$ cat config.mk
export PLATFORM = sky130hd
export DESIGN_NAME = pcm_2_pdm
export DESIGN_NICKNAME = d
export VERILOG_FILES = /design/src/rtl/pcm_2_pdm.sv
export SDC_FILE = /design/constraint.sdc
export NUM_CORES = 1
export LEC_CHECK = 0
export CAP_MARGIN = 30
export CORE_MARGIN = 2
export CORE_UTILIZATION = 35
export CTS_BUF_LIST = sky130_fd_sc_hd__clkbuf_8 sky130_fd_sc_hd__clkbuf_16
export CTS_CLUSTER_DIAMETER = 100
export DETAILED_ROUTE_END_ITERATION = 7
export PLACE_DENSITY = 0.59
export SETUP_SLACK_MARGIN = 0.2
export SLEW_MARGIN = 20
export SYNTH_ARGS = -nofsm -noshare
export SYNTH_HDL_FRONTEND = slang
export SYNTH_SLANG_ARGS = --single-unit
$ cat constraint.sdc
create_clock -name clk -period 5.4 [get_ports clk]
set_input_delay 0.81 -clock clk [delete_from_list [all_inputs] [get_ports clk]]
set_output_delay 0.81 -clock clk [all_outputs]
set_load 0.01 [all_outputs]
$ cat src/rtl/pcm_2_pdm.sv
// pcm_2_pdm: first-order delta-sigma modulator, signed PCM in -> 1-bit PDM out.
// Samples arrive over a valid/ready handshake into a double buffer (cur/next).
// Each sample drives the modulator for OSR PDM bit periods.
// Ports:
//   clk, rst_n     system clock, asynchronous active-low reset
//   en             modulator enable (divider, accumulator, sample counter run)
//   pcm_data       signed sample, DATA_W bits
//   pcm_valid      pcm_data valid
//   pcm_ready      sample slot (next buffer) free
//   pdm_out        PDM bit to amplifier
//   pdm_tick       one-clk pulse per PDM bit period
//   amp_sd_n       amplifier enable, follows en one clk later
//   underrun       sticky, a sample boundary found no sample buffered
//   underrun_clr   clears underrun (wins over a simultaneous set)
module pcm_2_pdm #(
   parameter int unsigned INPUT_FREQ = 100000000,
   parameter int unsigned PDM_FREQ   = 2400000,
   parameter int unsigned OSR        = 50,
   parameter int unsigned DATA_W     = 16
) (
   input  logic              clk,
   input  logic              rst_n,
   input  logic              en,
   input  logic [DATA_W-1:0] pcm_data,
   input  logic              pcm_valid,
   output logic              pcm_ready,
   output logic              pdm_out,
   output logic              pdm_tick,
   output logic              amp_sd_n,
   output logic              underrun,
   input  logic              underrun_clr
);

   localparam int unsigned DIV    = INPUT_FREQ / PDM_FREQ;
   localparam int unsigned DIV_W  = (DIV > 1) ? $clog2(DIV) : 1;
   localparam int unsigned SAMP_W = $clog2(OSR);

   localparam logic [DIV_W-1:0]  DIV_LAST  = DIV_W'(DIV - 1);
   localparam logic [SAMP_W-1:0] SAMP_LAST = SAMP_W'(OSR - 1);
   // Adding 2^(DATA_W-1) modulo 2^DATA_W is an MSB flip.
   localparam logic [DATA_W-1:0] OFFSET    = {1'b1, {(DATA_W-1){1'b0}}};

   logic [DIV_W-1:0]  div_cnt;
   logic [SAMP_W-1:0] samp_cnt;
   logic [DATA_W-1:0] acc;
   logic [DATA_W-1:0] cur;
   logic [DATA_W-1:0] nxt;
   logic              next_full;

   logic              capture;
   logic              boundary;
   logic              next_full_d;
   logic [DATA_W-1:0] u;
   logic [DATA_W:0]   sum;

   // Handshake, sample boundary and modulator adder.
   always_comb begin
      capture  = pcm_valid && pcm_ready;
      boundary = en && pdm_tick && (samp_cnt == SAMP_LAST);
      u        = cur ^ OFFSET;
      sum      = {1'b0, acc} + {1'b0, u};
      // A boundary load consumes the old next; a same-clk capture refills it.
      next_full_d = next_full;
      if (boundary && next_full) next_full_d = 1'b0;
      if (capture)               next_full_d = 1'b1;
   end

   // PDM bit-rate divider; pdm_tick is registered so it lands DIV clks after en rises.
   always_ff @(posedge clk or negedge rst_n) begin
      if (!rst_n) begin
         div_cnt  <= '0;
         pdm_tick <= 1'b0;
      end else if (!en) begin
         div_cnt  <= '0;
         pdm_tick <= 1'b0;
      end else begin
         pdm_tick <= (div_cnt == DIV_LAST);
         div_cnt  <= (div_cnt == DIV_LAST) ? '0 : div_cnt + DIV_W'(1);
      end
   end

   // Delta-sigma accumulator and sample counter, advanced once per tick.
   always_ff @(posedge clk or negedge rst_n) begin
      if (!rst_n) begin
         acc      <= '0;
         samp_cnt <= '0;
         pdm_out  <= 1'b0;
      end else if (!en) begin
         acc      <= '0;
         samp_cnt <= '0;
         pdm_out  <= 1'b0;
      end else if (pdm_tick) begin
         acc      <= sum[DATA_W-1:0];
         pdm_out  <= sum[DATA_W];
         samp_cnt <= (samp_cnt == SAMP_LAST) ? '0 : samp_cnt + SAMP_W'(1);
      end
   end

   // Double buffer: capture into next, load into cur at sample boundaries.
   always_ff @(posedge clk or negedge rst_n) begin
      if (!rst_n) begin
         nxt       <= '0;
         cur       <= '0;
         next_full <= 1'b0;
         pcm_ready <= 1'b1;
      end else begin
         if (capture)              nxt <= pcm_data;
         if (boundary && next_full) cur <= nxt;
         next_full <= next_full_d;
         pcm_ready <= !next_full_d;
      end
   end

   // Amplifier enable and sticky underrun flag.
   always_ff @(posedge clk or negedge rst_n) begin
      if (!rst_n) begin
         amp_sd_n <= 1'b0;
         underrun <= 1'b0;
      end else begin
         amp_sd_n <= en;
         if (underrun_clr)                underrun <= 1'b0;
         else if (boundary && !next_full) underrun <= 1'b1;
      end
   end

endmodule
==> reports/summary.txt, run 1 <==
Final wirelength -> 6200 um
Area Growth Syn to Fin -> 15.8%
Post-Synth XOR/XNOR Area -> 0.0440
Crit Path Category -> reg2out
Die Footprint -> 0.0105 mm^2
Initial antenna violation count -> 0
Core area -> 0.00933 mm^2
Die H -> 102 um
CP delay by family, top -> flip-flops
Routed met3 length -> 245 um
Number of synthesized register bits -> 66
Yosys cell types -> 52
First-pass GRT wire length -> 11200 um
Crit Reg-Reg Startpoint -> cur[0]
R2R Path End -> acc[14]
Max-slew headroom -> 0.432
Area contributors post-synth -> dfrtp_1 48%, mux2_2 8.0%, ha_1 7.4%
Mapped Area -> 0.00338 mm^2
Total global-route track usage -> 0.139
Async S/R FF share, synth -> 1.00
Reg2reg setup slack -> 3.01 ns
WL met2 -> 2710 um
Total number of vias -> 2250
Cell taking the most area after synthesis -> dfrtp_1
Core Util, Final -> 0.420
Pre-CTS WS -> 2.56 ns
Number of synthesized flops with an enable pin -> 0
Via/cell ratio -> 4.83
Crit path max fanout -> 18
Crit path DAT -> 1.86 ns
Worst Tran Pin Value -> 0.849 ns
Type of the most critical hold path -> reg2reg
Post-CTS setup buffer count -> 0
Critical Path Sink Type -> output port
WL/cell -> 13.3 um
Vias in the first global route -> 2324
DP Wirelength -> 4240 um
Min Tclk post-route -> 2.67 ns
Worst setup margin -> 2.73 ns
Post-synth top area share -> 0.481
Nets@finish -> 374
Clk_skew -> 0.00818 ns
Clock buffer depth -> 2
CTS Root Cell -> clkbuf_8
Clock sinks -> 66
Wl on met1 -> 3160 um
Crit share post-route -> 0.494
P_leak -> 0.00187 uW
Number of diodes -> 0
CP peak stage delay -> 0.85 ns
Post-synthesis mux area share -> 0.124
Clock-pin slew on the worst setup and hold paths -> 0.07 ns
Syn_nets -> 345
Final hold viol count -> 0
Power Total -> 996 uW
Avg Inst Size Synth -> 11.2 um^2
Drt initial violations -> 39
Drt pass-1 iters -> 4
Post-Synthesis Cells -> 303
Sequential element share of the synthesized area -> 0.489
Row count -> 35
CTS tree -> built
PostCTS Resize Cnt -> 0
Crit path max-delay cell type -> dfrtp_1
Final setup vio count -> 0
YS warnings -> 0
Adder-cell share of the synthesized area -> 0.0799
Req. time, crit path -> 4.59 ns
# IOs -> 26
Max Slew Vio Count -> 0
Max Freq -> 0.375 GHz
RSZ-0062 raised after global routing -> no
Startpoint types -> flop
Leading register cell type out of synthesis -> dfrtp_1
Top layer in use -> met4
GR Overflow Total -> 0
Worst r2r path cells -> 9
Placed insts -> 450
CP Launch Point -> pdm_tick
Instance count on the critical path -> 1
Port bufs -> 25
# H-tree levels -> 3
Cell Pwr Density -> 254 mW/mm^2
Largest net degree at the start of global routing -> 67
Compound-Gate Fraction of Synth Area -> 0.128
Share of layout cells above drive strength 1 -> 0.145
Setup crit end -> pdm_tick
Chip width -> 102 um
WP buf/inv -> 1
Drt drc -> 0
Cts hold-fix bufs -> 0
Synth Area in Simple Gates -> 0.109
Status -> finished, final reports clean
Clock Latency Late Sink -> 0.34 ns
Main combinational cell family by area after synthesis -> compound AO/OA/AOI/OAI gates
Worst-path cell chain -> clkdlybuf4s50_1
Initial core utilization -> 0.362
Post-DRT Antenna Nets -> 0
Worst VDD drop -> 0.116 mV
Layout Cells excl Fill -> 466
Num CTS Buffers -> 9
Routability Congestion -> 0.824
Max-cap violations -> 0
Post-route setup TNS -> 0 ns
[state kept, by name (all words and copies together) (netlist names)]
name / cells
div_cnt: 6
pcm_ready: 1
samp_cnt: 6
pdm_tick: 1
underrun: 1
cur: 16
pdm_out: 1
acc: 16
next_full: 1
amp_sd_n: 1
nxt: 16
[report_power, final]
| group | switching [uW] | internal (uW) |
|---|---|---|
| Sequential | 21.9 | 542 |
| Clock | 179 | 172 |
| Combinational | 30.9 | 50.9 |
| Total | 232 | 765 |
[layer usage]
metal / global-route usage / up-vias
li1: - / 1128
met1: 0.193 / 1083
met2: 0.211 / 34
met3: 0.0397 / 5
met4: 0.0462 / 0
met5: 0 / -
[cells by family (layout without fill, tap and decap cells)]
group,after synthesis,after routing
XOR/XNOR,17,17
multiplexers,38,38
adder cells (fa/ha/maj),21,21
flip-flops,66,66
buffers and inverters,20,54
AO/OA/AOI/OAI,60,60
AND/OR/NAND/NOR,81,81
[Yosys cell counts (all sizes together), types with 2 or more instances]
master	n
a211oi	2
a21o	7
a21oi	11
a31oi	2
buf	4
clkbuf	4
dfrtp	65
ha	20
inv	12
mux2	31
mux2i	7
nand2	33
nand3	6
nand4	2
nor2	27
nor2b	3
nor3	2
o2111ai	3
o211a	3
o21a	2
o21ai	20
or3	2
xnor2	7
xor2	10
[per-stage QoR]
step / cell area [um^2] / hold slack [ns]
2_1_floorplan: 3380 / 0.444
3_3_place_gp: 3750 / 0.464
3_5_place_dp: 3750 / 0.473
4_1_cts: 3920 / 0.488
5_1_grt: 3920 / 0.507
6_report: 3920 / 0.482
[worst min path at each step]
stage	startpoint	to	cells after the start
floorplan	nxt[15]	cur[15]	2
detailed placement	nxt[14]	cur[14]	1
global placement	nxt[15]	cur[15]	2
finish	nxt[13]	cur[13]	1
global route	nxt[13]	cur[13]	1
CTS	nxt[14]	cur[14]	1
[cells in the final DEF, fill, tap and decap left out, drive strengths merged, types with 2 or more instances in the layout]
master         netlist  routed
dfrtp               65      65
nand2               33      33
mux2                31      31
nor2                27      27
clkdlybuf4s50        0      24
ha                  20      20
o21ai               20      20
inv                 12      15
a21oi               11      11
xor2                10      10
clkbuf               4      10
xnor2                7       7
mux2i                7       7
a21o                 7       7
nand3                6       6
nor2b                3       3
o211a                3       3
clkinv               0       3
o2111ai              3       3
nand4                2       2
o21a                 2       2
a211oi               2       2
or3                  2       2
a31oi                2       2
nor3                 2       2
buf                  4       2
[cell type report]
cell class / count / area [um^2]
Sequential cell: 66 / 1650
Tap cell: 129 / 161
Clock inverter: 6 / 26.3
Inverter: 12 / 45.0
Timing Repair Buffer: 26 / 253
Multi-Input combinational cell: 217 / 1640
Clock buffer: 10 / 138
Fill cell: 912 / 5410
(Power assumes the default switching activity.)
==> inputs of run 2 (changes only) <==
--- a/config.mk
+++ b/config.mk
@@ -11,7 +11,7 @@
 export CTS_BUF_LIST = sky130_fd_sc_hd__clkbuf_8 sky130_fd_sc_hd__clkbuf_16
 export CTS_CLUSTER_DIAMETER = 100
 export DETAILED_ROUTE_END_ITERATION = 7
-export PLACE_DENSITY = 0.59
+export PLACE_DENSITY = 0.61
 export SETUP_SLACK_MARGIN = 0.2
 export SLEW_MARGIN = 20
 export SYNTH_ARGS = -nofsm -noshare
==> constraint.sdc (replaced) <==
create_clock -name clk -period 2.4 [get_ports clk]
set_input_delay 0.36 -clock clk [delete_from_list [all_inputs] [get_ports clk]]
set_output_delay 0.36 -clock clk [all_outputs]
set_load 0.01 [all_outputs]
==> run 2 against run 1 <==
Worst hold slack lost 0.45 ns. Final cell count is 1.7% higher. Register-to-register slack worse by 2.8 ns. Largest cell class is now multi-input combinational cells. Largest power group unchanged.
==> reports/summary.txt, run 2 (synthesis results as in run 1) <==
Crit Path Category -> reg2reg
Pint -> 1840 uW (+140%)
Clock buffer depth -> 2 (unchanged)
Die H -> 102 um (unchanged)
Type of the most critical hold path -> in2async
Worst Tran Pin Value -> 0.343 ns (-0.506 ns)
Crit share post-route -> 0.896
Drt initial violations -> 85 (+120%)
Area Growth Syn to Fin -> 21.1%
Design area -> 0.00409 mm^2 (+4.5%)
Logic pwr share -> 0.081 (about the same)
Final hold viol count -> 0 (unchanged)
Min Tclk post-route -> 2.15 ns
Clock-pin slew on the worst setup and hold paths -> 0.07 ns (about the same)
Worst VDD drop -> 0.435 mV (+270%)
Max Slew Vio Count -> 0 (unchanged)
Max-cap violations -> 0 (unchanged)
Status -> finished, final reports clean
Chip width -> 102 um (unchanged)
Initial core utilization -> 0.362 (unchanged)
Crit path max fanout -> 3 (-15)
Commonest non-fill, non-tap cells in the layout -> 65 x dfrtp_1, 33 x nand2_1, 26 x nor2_1
Biggest regs -> acc: 16 flops, cur: 16 flops, nxt: 16 flops
P_leak -> 0.00190 uW (+1.2%)
Port bufs -> 25 (unchanged)
Vias in the first global route -> 2363 (+1.7%)
Number of diodes -> 0 (unchanged)
# H-tree levels -> 3 (unchanged)
Max-slew headroom -> 0.770 (+0.338)
Initial antenna violation count -> 0 (unchanged)
Critical Path Sink Type -> flop
Cell Pwr Density -> 580 mW/mm^2 (+130%)
Fillcell total -> 880 (-3.5%)
Dpl cell area -> 0.00379 mm^2 (+1.1%)
NetSw -> 534 uW (+130%)
RSZ-0062 raised after global routing -> yes
Share of layout cells above drive strength 1 -> 0.209 (+0.0633)
Nets@finish -> 382 (+2.1%)
Area of the multi-input gates -> 0.00171 mm^2 (+4.1%)
Clock share of power -> 0.385 (+0.033)
Sw frac -> 0.225 (-0.00753)
WL/cell -> 13.1 um (-1.4%)
# IOs -> 26 (unchanged)
Clk_skew -> 0.0101 ns (+0.00193 ns)
Drt pass-1 iters -> 4 (unchanged)
Max Freq -> 0.465 GHz
Num CTS Buffers -> 9 (unchanged)
Req. time, crit path -> 2.67 ns (-1.92 ns)
Cts hold-fix bufs -> 0 (unchanged)
Post-DRT Antenna Nets -> 0 (unchanged)
Power Total -> 2370 uW (+140%)
GR Overflow Total -> 0 (unchanged)
CTS tree -> built
Core area -> 0.00933 mm^2 (unchanged)
CTS Root Cell -> clkbuf_8
First-pass GRT wire length -> 11100 um (-0.67%)
Routability Congestion -> 0.801 (-2.8%)
Die Footprint -> 0.0105 mm^2 (unchanged)
Total number of vias -> 2334 (+3.7%)
Row count -> 35 (unchanged)
DP Wirelength -> 4260 um (+0.32%)
Area occupied by registers -> 0.00165 mm^2 (unchanged)
CP peak stage delay -> 0.36 ns (-0.49 ns)
Final wirelength -> 6220 um (+0.29%)
Post-route setup TNS -> 0 ns (unchanged)
Via/cell ratio -> 4.92 (+2.0%)
Worst-path cell chain -> ha_2 -> inv_2 -> fa_2 -> and2b_2 -> o2111ai_4 -> a21oi_4 -> o2111ai_2 -> mux2_2 -> o21ai_2
Final setup vio count -> 0 (unchanged)
Clock sinks -> 66 (unchanged)
Drt drc -> 0 (unchanged)
Crit path DAT -> 2.42 ns (+0.56 ns)
Sequential power share -> 0.535 (-0.031)
Crit path max-delay cell type -> dfrtp_1
Clock Latency Late Sink -> 0.34 ns (about the same)
Commonest non-fill, non-tap cell in the layout -> dfrtp_1
Total global-route track usage -> 0.136 (-0.00364)
Startpoint types -> flop
Largest net degree at the start of global routing -> 67 (unchanged)
==> run 2: changes by cell type in the layout (fill, tap and decap cells not counted), moves of 2 or more <==
| cell | before | now |
|---|---|---|
| clkinv_2 | 3 | 1 |
| ha_1 | 20 | 15 |
| buf_4 | 1 | 7 |
| o2111ai_1 | 2 | 0 |
| ha_2 | 0 | 4 |
| inv_1 | 15 | 13 |
| o2111ai_2 | 0 | 2 |
==> run 2: through the flow <==
stage / util / setup slack (ns) / instances / hold WS (ns)
after floorplan: - / 0.267 / 303 / 0.0644
after detailed placement: 0.407 / 0.118 / 454 / 0.412
after global routing: 0.439 / 0.123 / 474 / 0.0328
after global placement: 0.407 / 0.180 / 454 / 0.407
after CTS: 0.429 / 0.207 / 470 / 0.0369
final: 0.439 / 0.249 / 474 / 0.0271
==> run 2: power by group through the flow <==
stage                     clock, uW  combinational (uW)  sequential (uW)
final                           914                 191             1270
after global routing            999                 217             1290
after CTS                       943                 196             1270
after detailed placement          0                 196             1290
after global placement            0                 190             1290
after floorplan                   0                 113             1280
==> run 2: final timing paths <==
path / start / endpoint / slack (ns) / depth (start not counted)
worst max-delay path: cur[0] / acc[14] / 0.25 / 9
worst min-delay path: rst_n / nxt[4] / 0.03 / 2
worst max register to register: cur[0] / acc[14] / 0.25 / 9
worst min register to register: nxt[1] / cur[1] / 0.48 / 2
max in group asynchronous: rst_n / pcm_ready / 2.08 / 2
min in group clk: nxt[1] / cur[1] / 0.48 / 2
==> run 2: cell type report <==
class	instances	area share
Clock buffer	10	0.0336
Multi-Input combinational cell	217	0.417
Sequential cell	66	0.404
Clock inverter	6	0.0144
Inverter	12	0.0110
Tap cell	129	0.0394
Timing Repair Buffer	34	0.0804
==> run 2: routing by layer <==
layer,share of wire,global-route usage,routed length [um],up-vias
met2,0.46,0.216,2880,44
met3,0.036,0.0308,222,9
li1,-,-,-,1142
met1,0.48,0.180,3010,1139
met5,0,0,0,-
met4,0.018,0.0533,110,0
==> run 2: critical path, delay by kind of cell, from the launching register on <==
kind	cells	cell delay [ns]
AOI/OAI and AO/OA	4	0.61
adders and majority gates	2	0.52
muxes	1	0.30
DFF	1	0.36
and+or+nand+nor	1	0.26
buffers and inverters	1	0.04
==> run 2: repair_timing <==
item	4_1_cts	5_1_grt
gates resized for setup	4	14
pin swaps	1	5
buffers inserted	0	3
endpoints found under the hold margin	0	0
endpoints found under the setup margin	3	6
==> inputs of run 3 (changes only) <==
--- a/config.mk
+++ b/config.mk
@@ -13,6 +13,7 @@
 export DETAILED_ROUTE_END_ITERATION = 7
 export PLACE_DENSITY = 0.61
 export SETUP_SLACK_MARGIN = 0.2
+export SKIP_CTS_REPAIR_TIMING = 1
 export SLEW_MARGIN = 20
 export SYNTH_ARGS = -nofsm -noshare
 export SYNTH_HDL_FRONTEND = slang
==> run 3 against run 2 <==
Sequential share of layout area rose by 0.12 points. Die area stayed put. Core utilization is 0.13 points lower. Sequential cell count is the same. Cell area is 0.31% lower. Via count fell by 0.21%. Critical endpoint unchanged. Largest power group unchanged. Highest routed layer unchanged.
==> reports/summary.txt, run 3 (synthesis results as in run 1) <==
Status -> finished, final reports clean
Area occupied by registers -> 0.00165 mm^2 (unchanged)
Chip width -> 102 um (unchanged)
Clock sinks -> 66 (unchanged)
Biggest regs -> acc: 16 flops, cur: 16 flops, nxt: 16 flops
Min Tclk post-route -> 2.16 ns (+0.0117 ns)
Core area -> 0.00933 mm^2 (unchanged)
Clock Latency Late Sink -> 0.34 ns (about the same)
Worst r2r path cells -> 9 (unchanged)
Post-route setup TNS -> 0 ns (unchanged)
Final setup vio count -> 0 (unchanged)
Number of diodes -> 0 (unchanged)
Clock-pin slew on the worst setup and hold paths -> 0.07 ns (about the same)
Reg2reg setup slack -> 0.24 ns (about the same)
GR Overflow Total -> 0 (unchanged)
Max-slew headroom -> 0.766 (-0.00424)
Initial core utilization -> 0.362 (unchanged)
CTS tree -> built
Final hold viol count -> 0 (unchanged)
Worst Tran Pin Value -> 0.349 ns (+0.00632 ns)
DP Wirelength -> 4260 um (unchanged)
# IOs -> 26 (unchanged)
Num CTS Buffers -> 9 (unchanged)
Crit Path Category -> reg2reg
Row count -> 35 (unchanged)
Max-cap violations -> 0 (unchanged)
Total number of vias -> 2329 (-0.21%)
Crit path DAT -> 2.43 ns (about the same)
Critical Path Sink Type -> flop
Max Slew Vio Count -> 0 (unchanged)
Max Freq -> 0.462 GHz (-0.54%)
Final wirelength -> 6200 um (-0.27%)
First-pass GRT wire length -> 11100 um (-0.50%)
R2R Path End -> acc[14]
Cell Pwr Density -> 582 mW/mm^2 (+0.37%)
CTS Root Cell -> clkbuf_8
P_leak -> 0.00191 uW (+0.52%)
Nets@finish -> 382 (unchanged)
Die H -> 102 um (unchanged)
Crit Reg-Reg Startpoint -> cur[0]
Crit share post-route -> 0.901 (+0.00487)
Core Util, Final -> 0.437 (-0.00134)
Drt initial violations -> 89 (+4.7%)
Req. time, crit path -> 2.67 ns (about the same)
Drt pass-1 iters -> 4 (unchanged)
Via/cell ratio -> 4.91 (-0.21%)
Crit path max fanout -> 3 (unchanged)
Initial antenna violation count -> 0 (unchanged)
Share of layout cells above drive strength 1 -> 0.203 (-0.00580)
Routability Congestion -> 0.801 (unchanged)
Worst VDD drop -> 0.435 mV (about the same)
WL/cell -> 13.1 um (-0.27%)
Vias in the first global route -> 2357 (-0.25%)
Clk_skew -> 0.0104 ns (+0.000275 ns)
Fillcell total -> 882 (+0.23%)
Total global-route track usage -> 0.135 (-0.000576)
Commonest non-fill, non-tap cells in the layout -> 65 x dfrtp_1, 33 x nand2_1, 26 x nor2_1
RSZ-0062 raised after global routing -> yes
Die Footprint -> 0.0105 mm^2 (unchanged)
Clock buffer depth -> 2 (unchanged)
Post-DRT Antenna Nets -> 0 (unchanged)
Largest net degree at the start of global routing -> 67 (unchanged)
Area of the multi-input gates -> 0.00170 mm^2 (-0.51%)
Commonest non-fill, non-tap cell in the layout -> dfrtp_1
Port bufs -> 25 (unchanged)
Startpoint types -> flop
Drt drc -> 0 (unchanged)
Area Growth Syn to Fin -> 20.7%
Type of the most critical hold path -> in2async
# H-tree levels -> 3 (unchanged)
run 3: metrics by stage:
stage | area, um^2 | instances | hold WS (ns) | setup slack, ns | total power (uW)
final | 4080 | 474 | 0.0273 | 0.237 | 2380
after global routing | 4080 | 474 | 0.0328 | 0.123 | 2500
after CTS | 3990 | 470 | 0.0369 | 0.0903 | 2410
after detailed placement | 3790 | 454 | 0.412 | 0.118 | 1490
after global placement | 3790 | 454 | 0.407 | 0.180 | 1480
after floorplan | 3380 | 303 | 0.0644 | 0.267 | 1390
run 3: report_power, final:
group,internal [uW],switching (uW)
logic,120,71.3
clock network,500,415
registers,1220,49.8
run 3: per-layer routing:
metal,GRT usage,up-vias,routed length [um]
li1,-,1144,-
met1,0.180,1139,3020
met2,0.214,37,2880
met3,0.0308,9,181
met4,0.0533,0,110
met5,0,-,0
run 3: area by class of cell:
type | count | area share
Clock buffer | 10 | 0.0337
Clock inverter | 6 | 0.0144
Inverter | 12 | 0.0110
Multi-Input combinational cell | 217 | 0.416
Sequential cell | 66 | 0.405
Tap cell | 129 | 0.0396
Timing Repair Buffer | 34 | 0.0797
run 3: worst max-delay path, stage by stage, from the launching register on:
cell       delay (ns)
dfrtp_1          0.36
ha_2             0.18
inv_1            0.05
fa_2             0.34
and2b_2          0.26
o2111ai_4        0.15
a21oi_4          0.20
o2111ai_2        0.13
mux2_4           0.33
o21ai_2          0.11
run 3: how the worst max path moves through the flow:
stage / startpoint / endpoint / slack, ns / depth (start not counted)
6_report: cur[0] / acc[14] / 0.24 / 9
2_1_floorplan: acc[0] / acc[14] / 0.27 / 9
3_5_place_dp: cur[0] / acc[14] / 0.12 / 9
5_1_grt: acc[0] / acc[14] / 0.12 / 9
3_3_place_gp: acc[0] / acc[14] / 0.18 / 9
4_1_cts: cur[0] / acc[14] / 0.09 / 9
